**src/rtl/mips_lite_pkg.sv**
```systemverilog
// Shared MIPS-lite definitions: opcodes, fetch FSM encoding, reset PC
// and the branch-offset helper used by the fetch stage.
package mips_lite_pkg;

  localparam logic [5:0] OP_RTYPE = 6'd0;
  localparam logic [5:0] OP_LW    = 6'd35;
  localparam logic [5:0] OP_SW    = 6'd43;
  localparam logic [5:0] OP_BEQ   = 6'd4;
  localparam logic [5:0] OP_NORI  = 6'd13;

  localparam logic [31:0] DEFAULT_RESET_PC = 32'h0000_0000;

  typedef enum logic [1:0] {
    IDLE  = 2'd0,
    FETCH = 2'd1,
    EXEC  = 2'd2,
    ERROR = 2'd3
  } fetch_state_t;

  // Sign-extended word offset of a beq immediate, as a byte displacement.
  function automatic logic [31:0] branch_offset(input logic [15:0] imm);
    return {{14{imm[15]}}, imm, 2'b00};
  endfunction

endpackage

```
**src/rtl/ifetch_unit_if.sv**
```systemverilog
// Instruction-memory request/acknowledge bus between the fetch stage
// (master) and instruction memory (slave).
interface ifetch_unit_if;

  logic        imem_req;
  logic [31:0] imem_addr;
  logic        imem_ack;
  logic [31:0] imem_rdata;

  modport master (
    output imem_req,
    output imem_addr,
    input  imem_ack,
    input  imem_rdata
  );

  modport slave (
    input  imem_req,
    input  imem_addr,
    output imem_ack,
    output imem_rdata
  );

endinterface

```
**src/rtl/fetch_watchdog.sv**
```systemverilog
// Wait-state watchdog for the fetch stage: counts consecutive cycles
// without an acknowledge and flags when the last allowed cycle is reached.
module fetch_watchdog #(
  parameter int TIMEOUT = 16,
  parameter int CNT_W   = 5
) (
  input  logic clk,
  input  logic reset,
  input  logic clear,
  input  logic enable,
  output logic expire
);

  logic [CNT_W-1:0] count_reg;

  // Wait-cycle counter; clear wins over enable.
  always_ff @(posedge clk or posedge reset) begin
    if (reset) begin
      count_reg <= '0;
    end else if (clear) begin
      count_reg <= '0;
    end else if (enable) begin
      count_reg <= count_reg + CNT_W'(1);
    end
  end

  // Expire marks the final FETCH cycle in which an ack is still accepted.
  assign expire = (count_reg == CNT_W'(TIMEOUT - 1));

endmodule

```
**src/rtl/ifetch_unit.sv**
```systemverilog
// MIPS-lite instruction-fetch stage: owns the PC, fetches over a
// req/ack bus with wait states, holds the IR and selects the next PC.
module ifetch_unit
  import mips_lite_pkg::*;
#(
  parameter logic [31:0] RESET_PC = DEFAULT_RESET_PC,
  parameter int          TIMEOUT  = 16,
  parameter int          CNT_W    = 5
) (
  input  logic                 clk,
  input  logic                 reset,
  ifetch_unit_if.master        imem,
  input  logic                 exec_done,
  input  logic                 branch,
  input  logic                 zero,
  output logic [31:0]          pc,
  output logic [31:0]          pc_plus4,
  output logic [31:0]          instr,
  output logic [5:0]           opcode,
  output logic                 instr_valid,
  output logic                 fetch_err
);

  fetch_state_t state_reg, state_next;
  logic [31:0]  pc_reg, pc_next;
  logic [31:0]  instr_reg, instr_next;
  logic [31:0]  branch_target;
  logic         wd_clear, wd_enable, wd_expire;

  fetch_watchdog #(
    .TIMEOUT (TIMEOUT),
    .CNT_W   (CNT_W)
  ) u_watchdog (
    .clk    (clk),
    .reset  (reset),
    .clear  (wd_clear),
    .enable (wd_enable),
    .expire (wd_expire)
  );

  assign pc_plus4      = pc_reg + 32'd4;
  assign branch_target = pc_plus4 + branch_offset(instr_reg[15:0]);

  // State, PC and instruction register.
  always_ff @(posedge clk or posedge reset) begin
    if (reset) begin
      state_reg <= IDLE;
      pc_reg    <= RESET_PC;
      instr_reg <= '0;
    end else begin
      state_reg <= state_next;
      pc_reg    <= pc_next;
      instr_reg <= instr_next;
    end
  end

  // Next-state, PC select and IR load; acks are only honoured in FETCH.
  always_comb begin
    state_next = state_reg;
    pc_next    = pc_reg;
    instr_next = instr_reg;
    wd_clear   = 1'b1;
    wd_enable  = 1'b0;
    case (state_reg)
      IDLE: begin
        state_next = FETCH;
      end
      FETCH: begin
        wd_clear = 1'b0;
        if (imem.imem_ack) begin
          instr_next = imem.imem_rdata;
          wd_clear   = 1'b1;
          state_next = EXEC;
        end else if (wd_expire) begin
          state_next = ERROR;
        end else begin
          wd_enable = 1'b1;
        end
      end
      EXEC: begin
        if (exec_done) begin
          pc_next    = (branch && zero) ? branch_target : pc_plus4;
          state_next = FETCH;
        end
      end
      ERROR: begin
        state_next = ERROR;
      end
      default: begin
        state_next = IDLE;
      end
    endcase
  end

  // Bus and status outputs depend on registered state only.
  assign imem.imem_req  = (state_reg == FETCH);
  assign imem.imem_addr = pc_reg;
  assign instr_valid    = (state_reg == EXEC);
  assign fetch_err      = (state_reg == ERROR);
  assign pc             = pc_reg;
  assign instr          = instr_reg;
  assign opcode         = instr_reg[31:26];

endmodule

```
**src/flat_wrapper.sv**
```systemverilog
// flat-port wrapper written by rule: the top's interface ports become plain ports
module ifetch_unit_flat import mips_lite_pkg::*;
#(
  parameter logic [31:0] RESET_PC = DEFAULT_RESET_PC,
  parameter int          TIMEOUT  = 16,
  parameter int          CNT_W    = 5
)
  (clk, reset, exec_done, branch, zero, pc, pc_plus4, instr, opcode, instr_valid, fetch_err, imem_imem_req, imem_imem_addr, imem_imem_ack, imem_imem_rdata);
  ifetch_unit_if imem_i ();
  input  logic clk;
  input  logic reset;
  input  logic exec_done;
  input  logic branch;
  input  logic zero;
  output logic [31:0] pc;
  output logic [31:0] pc_plus4;
  output logic [31:0] instr;
  output logic [5:0] opcode;
  output logic instr_valid;
  output logic fetch_err;
  output wire logic [$bits(imem_i.imem_req)-1:0] imem_imem_req;
  output wire logic [$bits(imem_i.imem_addr)-1:0] imem_imem_addr;
  input wire logic [$bits(imem_i.imem_ack)-1:0] imem_imem_ack;
  input wire logic [$bits(imem_i.imem_rdata)-1:0] imem_imem_rdata;
  assign imem_imem_req = imem_i.imem_req;
  assign imem_imem_addr = imem_i.imem_addr;
  assign imem_i.imem_ack = imem_imem_ack;
  assign imem_i.imem_rdata = imem_imem_rdata;
  ifetch_unit #(.RESET_PC(RESET_PC), .TIMEOUT(TIMEOUT), .CNT_W(CNT_W)) u_core (.clk(clk), .reset(reset), .imem(imem_i), .exec_done(exec_done), .branch(branch), .zero(zero), .pc(pc), .pc_plus4(pc_plus4), .instr(instr), .opcode(opcode), .instr_valid(instr_valid), .fetch_err(fetch_err));
endmodule
```
**config.mk**
```make
export PLATFORM = sky130hd
export DESIGN_NAME = ifetch_unit_flat
export DESIGN_NICKNAME = d
export VERILOG_FILES = /design/src/rtl/mips_lite_pkg.sv /design/src/rtl/ifetch_unit_if.sv /design/src/rtl/fetch_watchdog.sv /design/src/rtl/ifetch_unit.sv /design/src/flat_wrapper.sv
export SDC_FILE = /design/constraint.sdc
export NUM_CORES = 1
export LEC_CHECK = 0
export BUFFER_PORTS_ARGS = -buffer_cell sky130_fd_sc_hd__clkbuf_2
export CORE_MARGIN = 5
export CORE_UTILIZATION = 45
export CTS_BUF_LIST = sky130_fd_sc_hd__clkbuf_8
export DETAILED_ROUTE_END_ITERATION = 10
export PLACE_DENSITY = 0.79
export SLEW_MARGIN = 20
export SYNTH_ARGS = -nofsm -noshare
export SYNTH_HDL_FRONTEND = slang
export SYNTH_SLANG_ARGS = --single-unit
```
**constraint.sdc**
```tcl
create_clock -name clk -period 6.3 [get_ports clk]
set_clock_uncertainty 0.05 [all_clocks]
set_input_delay 0.315 -clock clk [delete_from_list [all_inputs] [get_ports clk]]
set_output_delay 0.315 -clock clk [all_outputs]
set_load 0.01 [all_outputs]
```
==> out/results.tsv <==
stage	metric	value	unit
synthesis	synthFlopType	dfrtp_1	
cts	htreeDepth	3	
global_routing	gr-total-overflow	0	
floorplanning	die_x	122	um
floorplanning	top_level_ports	175	
synthesis	ys_warn_count	0	
timing	hold_ws	129	ps
layout	drive_gt1_share	31.6	%
route	drc	0	
critical_path	cpPeakStageDelay	490	ps
timing	setup_viol	0	
critical_path	path_buf_inv	1	
timing	tightest_slew	1070	ps
status	status	completed	
cts	clock_sinks	69	
global_routing	grt_pass1_wl	25.4	mm
place	dp_hpwl	11.6	mm
cts	root_buffer	clkbuf_8	
route	first_pass_iters	5	
route	num_vias	5158	
route	wire_per_inst	16.6	um
critical_path	r2r-end	u_core.imem.imem_addr[28]$_DFFE_PP0P_	
critical_path	worstPathMaxFanout	9	
route	final_antenna_net_count	0	
power	leakagePower	3.17	nW
layout	nNetsFinal	839	
synthesis	synth_seq_cells	69	
synthesis	synth.avg_cell_area	8.73	um^2
layout	fin_area	6490	um^2
route	wl	15.5	mm
critical_path	path_common_cell	ha_1	
critical_path	critPathLaunchType	flop	
synthesis	syn-instance-count	646	
cts	cts_resized	0	
floorplanning	core_area	12200	um^2
floorplanning	start_util	46.4	%
synthesis	ys_seq_area_share	30.6	%
layout	diodes	0	
cts	worstSkewPairLatency	360	ps
timing	slew_headroom	28.8	%
critical_path	r2r_cells	13	
global_routing	grt_pass1_vias	5074	
timing	tns	0	ps
synthesis	ys_async_sr_fraction	100	%
power	max-vdd-ir-drop	220	uV
synthesis	synth_area_leader_cell	dfrtp_1	
timing	finalHoldViolCount	0	
critical_path	cp-startpoint	u_core.imem.imem_addr[2]$_DFFE_PP0P_	
critical_path	crit_cells	13	
critical_path	endpoint	u_core.imem.imem_addr[28]$_DFFE_PP0P_	
floorplanning	fp-row-count	40	
place	gp_congestion	0.927	
critical_path	required	6540	ps
critical_path	crit_type	flop to flop	
layout	largest_reg_flops	32	
critical_path	critPathTopFamily	simple AND/OR/NAND/NOR gates	
critical_path	cp_slowest_cell	dfrtp_1	
critical_path	crit_chain	ha_1 -> inv_1 -> nor4_4 -> and3_2 -> nand3_1 -> xnor2_1 -> ha_1 -> nand2_1 -> or3_1 -> o22a_1 -> a31oi_1 -> mux2_2 -> a21oi_1	
layout	final_cells	935	
route	via_per_inst	5.52	
synthesis	synth_edf_count	0	
critical_path	worstPathArrival	4250	ps
place	port-buffer-count	168	
synthesis	netlist_area	5640	um^2
global_routing	grt_antenna_before_repair	0	
timing	max_freq	249	MHz
floorplanning	die_area	14900	um^2
global_routing	grt_max_degree	70	
layout	final_util	53.3	%
cts	cts_setup_buffers	0	
timing	drv_slew	0	
timing	min_period	4020	ps
timing	period_share	63.8	%
layout	syn_to_final_growth	15.0	%
cts	cts_hold_buf	0	
cts	cts_tree	yes	
timing	rsz0062_at_grt	false	
synthesis	yosysTopAreaCellShare	30.6	%
place	dp_cells	919	
place	place_area	6310	um^2
power	power_density	453	nW/um^2
cts	cts.path.max_buffers	2	
critical_path	r2r-start	u_core.imem.imem_addr[2]$_DFFE_PP0P_	
global_routing	grt.total_usage	21.1	%
synthesis	ys_types	66	
run	max_cap_viol_count	0	
floorplanning	die_height	122	um
min_path	hold_path_class	input port to flop	
synthesis	synthTopCellsByArea	dfrtp_1, ha_1, mux2_2	
critical_path	endpoint_kind	flop	
cts	clkTransAtPathRegs	80	ps
cts	cts_buffers	9	
route	first_iter_violations	426	
critical_path	r2r_slack	2280	ps
-- kinds of logic (layout without fill, tap and decap cells) --
group | after synthesis | in the layout | synth area share (%)
adder cells (fa/ha/maj) | 39 | 39 | 8.78
multiplexers | 38 | 38 | 7.48
other | 1 | 6 | 0.0665
AO/OA/AOI/OAI | 161 | 161 | 17.4
flip-flops | 69 | 69 | 30.6
XOR/XNOR | 53 | 53 | 8.36
AND/OR/NAND/NOR | 191 | 191 | 18.1
buffers and inverters | 94 | 210 | 9.18
-- power breakdown --
group / switching (W) / internal [W]
sequential: 0.000231 / 0.000598
clock: 0.000187 / 0.000152
combinational: 0.00101 / 0.000762
-- metal layers --
layer | global-route usage (%) | vias to the layer above | routed length (um)
li1 | - | 2502 | -
met1 | 28.3 | 2445 | 7060
met2 | 34.7 | 191 | 7320
met3 | 4.04 | 20 | 921
met4 | 6.30 | 0 | 208
met5 | 0 | - | 0
-- worst register-to-register path: stages, from the launching register on --
cell	delay, ps
dfrtp_1	490
ha_1	280
inv_1	140
nor4_4	460
and3_2	310
nand3_1	100
xnor2_1	190
ha_1	450
nand2_1	120
or3_1	400
o22a_1	230
a31oi_1	220
mux2_2	360
a21oi_1	130
-- cell usage after synthesis (all sizes together) (4+ instances only) --
library cell and number:
dfrtp 69, nor3 9, xor2 21, nand4 18
a21oi 60, o21bai 5, xnor2 32, nor2b 5
o31ai 5, and3 8, a211oi 5, clkbuf 22
nor4 8, ha 38, mux2 33, o22ai 4
buf 51, mux2i 5, o211ai 5, a21o 11
nor2 44, nand3 20, nand2 56, inv 21
nand2b 5, o21ai 38, a31oi 9, and2 6
-- area by class of cell --
class,instances,area [um^2]
Timing Repair Buffer,173,878
Sequential cell,69,1730
Fill cell,1176,5680
Clock inverter,6,40.0
Clock buffer,10,138
Tap cell,168,210
Inverter,21,78.8
Multi-Input combinational cell,488,3410
-- how the worst min path moves through the flow --
| stage | start | endpoint | depth (start not counted) |
|---|---|---|---|
| final | imem_imem_rdata[4] | u_core.instr[4]$_DFFE_PP0P_ | 2 |
| after global routing | imem_imem_rdata[31] | u_core.instr[31]$_DFFE_PP0P_ | 2 |
| after CTS | imem_imem_rdata[4] | u_core.instr[4]$_DFFE_PP0P_ | 2 |
| after detailed placement | u_core.instr[19]$_DFFE_PP0P_ | u_core.instr[19]$_DFFE_PP0P_ | 1 |
| after global placement | u_core.instr[16]$_DFFE_PP0P_ | u_core.instr[16]$_DFFE_PP0P_ | 1 |
| after floorplan | exec_done | u_core.state_reg[1]$_DFFE_PP0P_ | 1 |
-- placed cells by master (no fill, tap or decap), drive strengths merged, types with 20 or more instances in the layout --
| master | count |
|---|---|
| clkbuf | 178 |
| dfrtp | 69 |
| a21oi | 60 |
| nand2 | 56 |
| nor2 | 44 |
| ha | 38 |
| o21ai | 38 |
| mux2 | 33 |
| xnor2 | 32 |
| inv | 22 |
| xor2 | 21 |
| nand3 | 20 |
-- through the flow --
step	power (W)	setup WS, ps
after floorplan	0.00210	2500
after global placement	0.00258	2410
after detailed placement	0.00259	2330
after CTS	0.00294	2300
after global routing	0.00320	1980
final	0.00294	2280
No activity file was read; power rests on OpenSTA's default activity.
